File: src/rtl/mul_approx_seq_if.sv
// Operand/result handshake bundle for mul_approx_seq.
interface mul_approx_seq_if #(
  parameter int WIDTH = 4
);
  logic               in_valid;
  logic               in_ready;
  logic [WIDTH-1:0]   a;
  logic [WIDTH-1:0]   b;
  logic               mode;
  logic               out_valid;
  logic               out_ready;
  logic [2*WIDTH-1:0] prod;
  logic               err_flag;

  modport master (
    output in_valid, a, b, mode, out_ready,
    input  in_ready, out_valid, prod, err_flag
  );

  modport slave (
    input  in_valid, a, b, mode, out_ready,
    output in_ready, out_valid, prod, err_flag
  );
endinterface

File: src/rtl/mul_approx_seq.sv
// Radix-2 shift-add multiplier computing exact and column-truncated products
// side by side, with an error flag and a saturating error-result counter.
module mul_approx_seq #(
  parameter int               WIDTH = 4,
  parameter int               TRUNC = 2,
  parameter logic [2*WIDTH-1:0] ET  = '0
) (
  input  logic                clk,
  input  logic                rst_n,
  mul_approx_seq_if.slave     bus,
  input  logic                clr_cnt,
  output logic [7:0]          err_cnt
);
  localparam int PW = 2 * WIDTH;
  localparam int CW = $clog2(WIDTH);

  localparam logic [1:0] IDLE = 2'd0;
  localparam logic [1:0] BUSY = 2'd1;
  localparam logic [1:0] DONE = 2'd2;

  localparam logic [PW-1:0] ONE  = PW'(1);
  // Clears partial-product columns below TRUNC; all ones when TRUNC = 0.
  localparam logic [PW-1:0] MASK = ~((ONE << TRUNC) - ONE);

  logic [1:0]       state;
  logic [WIDTH-1:0] a_q;
  logic [WIDTH-1:0] b_q;
  logic             mode_q;
  logic [CW-1:0]    cnt;
  logic [PW-1:0]    acc_ex;
  logic [PW-1:0]    acc_ap;
  logic [PW-1:0]    addend;
  logic [PW-1:0]    prod_w;
  logic [PW-1:0]    diff;
  logic             err_w;
  logic             deliver;

  always_comb begin
    addend  = {{WIDTH{1'b0}}, a_q} << cnt;
    prod_w  = mode_q ? acc_ap : acc_ex;
    // The approximate sum drops only non-negative terms, so this never wraps.
    diff    = acc_ex - prod_w;
    err_w   = diff > ET;
    deliver = (state == DONE) && bus.out_ready;
  end

  assign bus.in_ready  = rst_n && (state == IDLE);
  assign bus.out_valid = (state == DONE);
  assign bus.prod      = prod_w;
  assign bus.err_flag  = err_w;

  always_ff @(posedge clk or negedge rst_n) begin
    if (!rst_n) begin
      state  <= IDLE;
      a_q    <= '0;
      b_q    <= '0;
      mode_q <= 1'b0;
      cnt    <= '0;
      acc_ex <= '0;
      acc_ap <= '0;
    end else begin
      case (state)
        IDLE: begin
          if (bus.in_valid) begin
            a_q    <= bus.a;
            b_q    <= bus.b;
            mode_q <= bus.mode;
            cnt    <= '0;
            acc_ex <= '0;
            acc_ap <= '0;
            state  <= BUSY;
          end
        end
        BUSY: begin
          if (b_q[cnt]) begin
            acc_ex <= acc_ex + addend;
            acc_ap <= acc_ap + (addend & MASK);
          end
          if (cnt == CW'(WIDTH - 1)) begin
            state <= DONE;
          end else begin
            cnt <= cnt + 1'b1;
          end
        end
        DONE: begin
          if (bus.out_ready) begin
            state <= IDLE;
          end
        end
        default: state <= IDLE;
      endcase
    end
  end

  always_ff @(posedge clk or negedge rst_n) begin
    if (!rst_n) begin
      err_cnt <= '0;
    end else if (clr_cnt) begin
      err_cnt <= '0;
    end else if (deliver && err_w && (err_cnt != 8'hFF)) begin
      err_cnt <= err_cnt + 8'd1;
    end
  end
endmodule

File: src/flat_wrapper.sv
// flat-port wrapper written by rule: the top's interface ports become plain ports
module mul_approx_seq_flat 
#(
  parameter int               WIDTH = 4,
  parameter int               TRUNC = 2,
  parameter logic [2*WIDTH-1:0] ET  = '0
)
  (clk, rst_n, clr_cnt, err_cnt, bus_in_valid, bus_a, bus_b, bus_mode, bus_out_ready, bus_in_ready, bus_out_valid, bus_prod, bus_err_flag);
  mul_approx_seq_if #(.WIDTH(WIDTH)) bus_i ();
  input  logic clk;
  input  logic rst_n;
  input  logic clr_cnt;
  output logic [7:0] err_cnt;
  input wire logic [$bits(bus_i.in_valid)-1:0] bus_in_valid;
  input wire logic [$bits(bus_i.a)-1:0] bus_a;
  input wire logic [$bits(bus_i.b)-1:0] bus_b;
  input wire logic [$bits(bus_i.mode)-1:0] bus_mode;
  input wire logic [$bits(bus_i.out_ready)-1:0] bus_out_ready;
  output wire logic [$bits(bus_i.in_ready)-1:0] bus_in_ready;
  output wire logic [$bits(bus_i.out_valid)-1:0] bus_out_valid;
  output wire logic [$bits(bus_i.prod)-1:0] bus_prod;
  output wire logic [$bits(bus_i.err_flag)-1:0] bus_err_flag;
  assign bus_i.in_valid = bus_in_valid;
  assign bus_i.a = bus_a;
  assign bus_i.b = bus_b;
  assign bus_i.mode = bus_mode;
  assign bus_i.out_ready = bus_out_ready;
  assign bus_in_ready = bus_i.in_ready;
  assign bus_out_valid = bus_i.out_valid;
  assign bus_prod = bus_i.prod;
  assign bus_err_flag = bus_i.err_flag;
  mul_approx_seq #(.WIDTH(WIDTH), .TRUNC(TRUNC), .ET(ET)) u_core (.clk(clk), .rst_n(rst_n), .bus(bus_i), .clr_cnt(clr_cnt), .err_cnt(err_cnt));
endmodule
File: config.mk
export PLATFORM = sky130hd
export DESIGN_NAME = mul_approx_seq_flat
export DESIGN_NICKNAME = d
export VERILOG_FILES = /design/src/rtl/mul_approx_seq_if.sv /design/src/rtl/mul_approx_seq.sv /design/src/flat_wrapper.sv
export SDC_FILE = /design/constraint.sdc
export NUM_CORES = 1
export LEC_CHECK = 0
export CAP_MARGIN = 20
export CORE_MARGIN = 2
export CORE_UTILIZATION = 35
export DETAILED_ROUTE_END_ITERATION = 16
export GPL_TIMING_DRIVEN = 1
export PLACE_DENSITY_LB_ADDON = 0.08
export SETUP_SLACK_MARGIN = 0.15
export SKIP_LAST_GASP = 1
export SLEW_MARGIN = 40
export SYNTH_ARGS = -nofsm -noshare
export SYNTH_HDL_FRONTEND = slang
export SYNTH_SLANG_ARGS = --single-unit
File: constraint.sdc
create_clock -name clk -period 9.5 [get_ports clk]
set_input_delay 1.9 -clock clk [delete_from_list [all_inputs] [get_ports clk]]
set_output_delay 1.9 -clock clk [all_outputs]
set_load 0.03 [all_outputs]
==> metrics.cfg <==
[placed_design]
place_hpwl_mm = 4.093
place_congestion = 0.7696
dp_slack_ns = 3.929
io_buffers = 32

[logic_synthesis]
synth.top_cells.by_count = 53 x nand2_1, 35 x dfrtp_1, 23 x ha_1
synth.top_cell.area_share_pct = 34.65
yosysSeqAreaShare_pct = 34.65
synth_nets = 320
ys_top_cells_by_area = dfrtp_1 35%, ha_1 11%, nand2_1 7.9%
ys_ff_latch = 35
yosys.area.top_type = dfrtp_1
synth-async-reset-ratio_pct = 100.0
ys_types = 54
synthesis.area_mm2 = 0.002527
synthFlopType = dfrtp_1
synth_most_common_cell = nand2_1
yosysWarningCount = 0
avgSynthCellArea_um2 = 8.994
syn_inst = 281
synth_edf_count = 0

[critical_path]
path_cells = mux2i_1, ha_1, a21oi_1, a31oi_1, or3b_2, o31a_1, a31oi_2, inv_1, clkdlybuf4s50_1
cp_slowest_stage_delay_ns = 0.65
crit_slowest_cell = dfrtp_1
arrival_ns = 3.91
worst_ep_required_time_ns = 7.60
critPathTopFamily = compound AO/OA/AOI/OAI gates
crit_path_end_kind = output port
ff2ff_setup_slack_ns = 5.92
setup.worst_path.class = reg -> out
path_buf_inv = 2
cp_max_fo = 14
crit_path_start_kind = flip-flop

[global_route]
grt.busiest_layer = met2
grt_max_degree = 37
grt_usage_pct = 15.27
met1_usage_pct = 20.57
gr-total-overflow = 0
grt_use_met2_pct = 25.31
grt_first_pass_wirelength_mm = 9.384
grt.met3_usage_pct = 2.678
antenna_found_initial = 0
grt_pass1_vias = 2021

[floorplanning]
row_count = 30
die_w_um = 88.98
die-area_mm2 = 0.007917
start_util_pct = 36.59
pin_count = 33
core_mm2 = 0.006907
fp.dieH_um = 88.98

[cts]
clkSlewWorstSetupHoldPaths_ns = 0.08
ctsHoldBuffers = 0
cts_tree = built
cts_setup_buffers = 0
cts_max_path_buffers = 2
htree_levels = 2
clk_latency_ns = 0.29
cts_sinks = 35
cts_buffers = 5
ctsResizeCount = 0
clock-root-buffer = clkbuf_8

[layout]
areaGrowthSynthToFinish_pct = 19.55
num_antenna_cells = 0
regArea_um2 = 875.8
nNetsFinal = 351
multiInputGateArea_mm2 = 0.001556
nFillCells = 726
drive_above_1_share_pct = 6.390

[sta]
finalClockSkew_ns = 0.007407
slew_viol_final = 0
hold_violations = 0
setup_viol = 0
finalCritPeriodShare_pct = 61.12
worst_slack_ns = 3.693
period_needed_ns = 5.807
fmax_mhz = 172.2
timing.slew.headroom_pct = 56.24
final.setup.tns_ns = 0
rsz0062_at_grt = false
tightest_slew_ns = 0.6543

[power]
ir_drop_uv = 139.6
p_leak_nw = 1.404
powerDensity_mw_per_mm2 = 297.8

[outcome]
status = completed

[drt]
firstDrtPassIters = 4
drt-initial-drc-count = 59
vias_per_cell = 4.985
drcViolationCount = 0
wirelength_mm = 5.475
postRouteAntennaNets = 0
wl_per_cell_um = 13.39
num_vias = 2039

[hold_path]
worstHoldPathType = reg -> reg

[flow_run]
drv_cap = 0

## path summary, 6_finish.rpt
| path | from | endpoint | depth (start not counted) |
|---|---|---|---|
| worst max-delay path | u_core.mode_q$_DFFE_PN0P_ | bus_err_flag | 9 |
| worst min-delay path | u_core.b_q[0]$_DFFE_PN0P_ | u_core.b_q[0]$_DFFE_PN0P_ | 2 |
| worst max register to register | u_core.mode_q$_DFFE_PN0P_ | u_core.err_cnt[0]$_DFFE_PN0P_ | 9 |
| worst min register to register | u_core.b_q[0]$_DFFE_PN0P_ | u_core.b_q[0]$_DFFE_PN0P_ | 2 |
| max in group asynchronous | rst_n | u_core.acc_ap[3]$_DFFE_PN0P_ | 2 |
| min in group asynchronous | rst_n | u_core.acc_ap[5]$_DFFE_PN0P_ | 2 |
## worst min-delay path: cells and delay by family (launching register included)
family,cells,cell delay (ns)
AND/OR/NAND/NOR,2,0.11
flip-flops,1,0.35
## routing by layer
metal / part of all wire [%] / vias to the layer above
li1: - / 1064
met1: 51 / 942
met2: 46 / 27
met3: 2.3 / 6
met4: 1.3 / 0
met5: 0 / -
## placed cells by master, fill, tap and decap left out, types with 2 or more instances in the layout
cell type / count
nand2_1: 53
dfrtp_1: 35
clkdlybuf4s50_1: 32
ha_1: 23
a21oi_1: 18
inv_1: 13
nor2_1: 13
mux2i_1: 11
o21ai_0: 11
nor2b_1: 10
o31ai_1: 8
xnor2_1: 5
clkbuf_8: 5
nand2b_1: 4
mux2_2: 4
nand3_1: 4
or4_1: 4
a21o_1: 4
and3_1: 3
o211ai_1: 3
and2_1: 3
xor2_1: 3
nand3b_1: 2
a21boi_0: 2
nor3_1: 2
or3_1: 2
o21a_1: 2
o41ai_1: 2
a22o_1: 2
nand4b_1: 2
fa_1: 2
buf_4: 2
## flip-flops by register name, summed over array words and instances, names as in the netlist
signal / flops
u_core.a_q: 4
u_core.acc_ap: 6
u_core.acc_ex: 8
u_core.b_q: 4
u_core.cnt: 2
u_core.err_cnt: 8
u_core.mode_q: 1
u_core.state: 2
## power by group
| part | total, mW | leakage (nW) | switching, mW | internal [mW] |
|---|---|---|---|---|
| Combinational | 0.541 | 0.906 | 0.303 | 0.237 |
| Clock | 0.111 | 0.0412 | 0.0596 | 0.0513 |
| Sequential | 0.248 | 0.457 | 0.0565 | 0.192 |
## per-stage QoR
step | area (um^2) | hold slack, ns | utilization, % | cells | power, mW
final | 3022 | 0.4816 | 43.75 | 409 | 0.8999
after floorplan | 2527 | 0.4403 | - | 281 | 0.6639
after CTS | 3022 | 0.4846 | 43.75 | 409 | 0.9120
after global routing | 3022 | 0.5025 | 43.75 | 409 | 0.9979
after detailed placement | 2937 | 0.4638 | 42.52 | 401 | 0.7989
after global placement | 2937 | 0.4571 | 42.52 | 401 | 0.7926
## area by class of cell
cell class / instances / share of cell area [%]
clock inverters: 2 / 0.4141
flip-flops and latches: 35 / 28.99
repair buffers: 34 / 11.10
multi-input cells: 223 / 51.51
clock buffers: 6 / 2.402
inverters: 13 / 1.615
well taps: 96 / 3.975
## logic make-up (layout without fill, tap and decap cells)
group,count (synthesis),after routing,share of synthesized area [%]
flops,35,35,34.65
fa+ha+maj,25,25,12.97
compound gates,62,62,16.39
buf+inv,23,55,3.762
xor+xnor,9,9,3.416
simple gates,111,111,21.78
mux,16,16,7.030
Note: power is estimated with default switching activity, not from simulation.
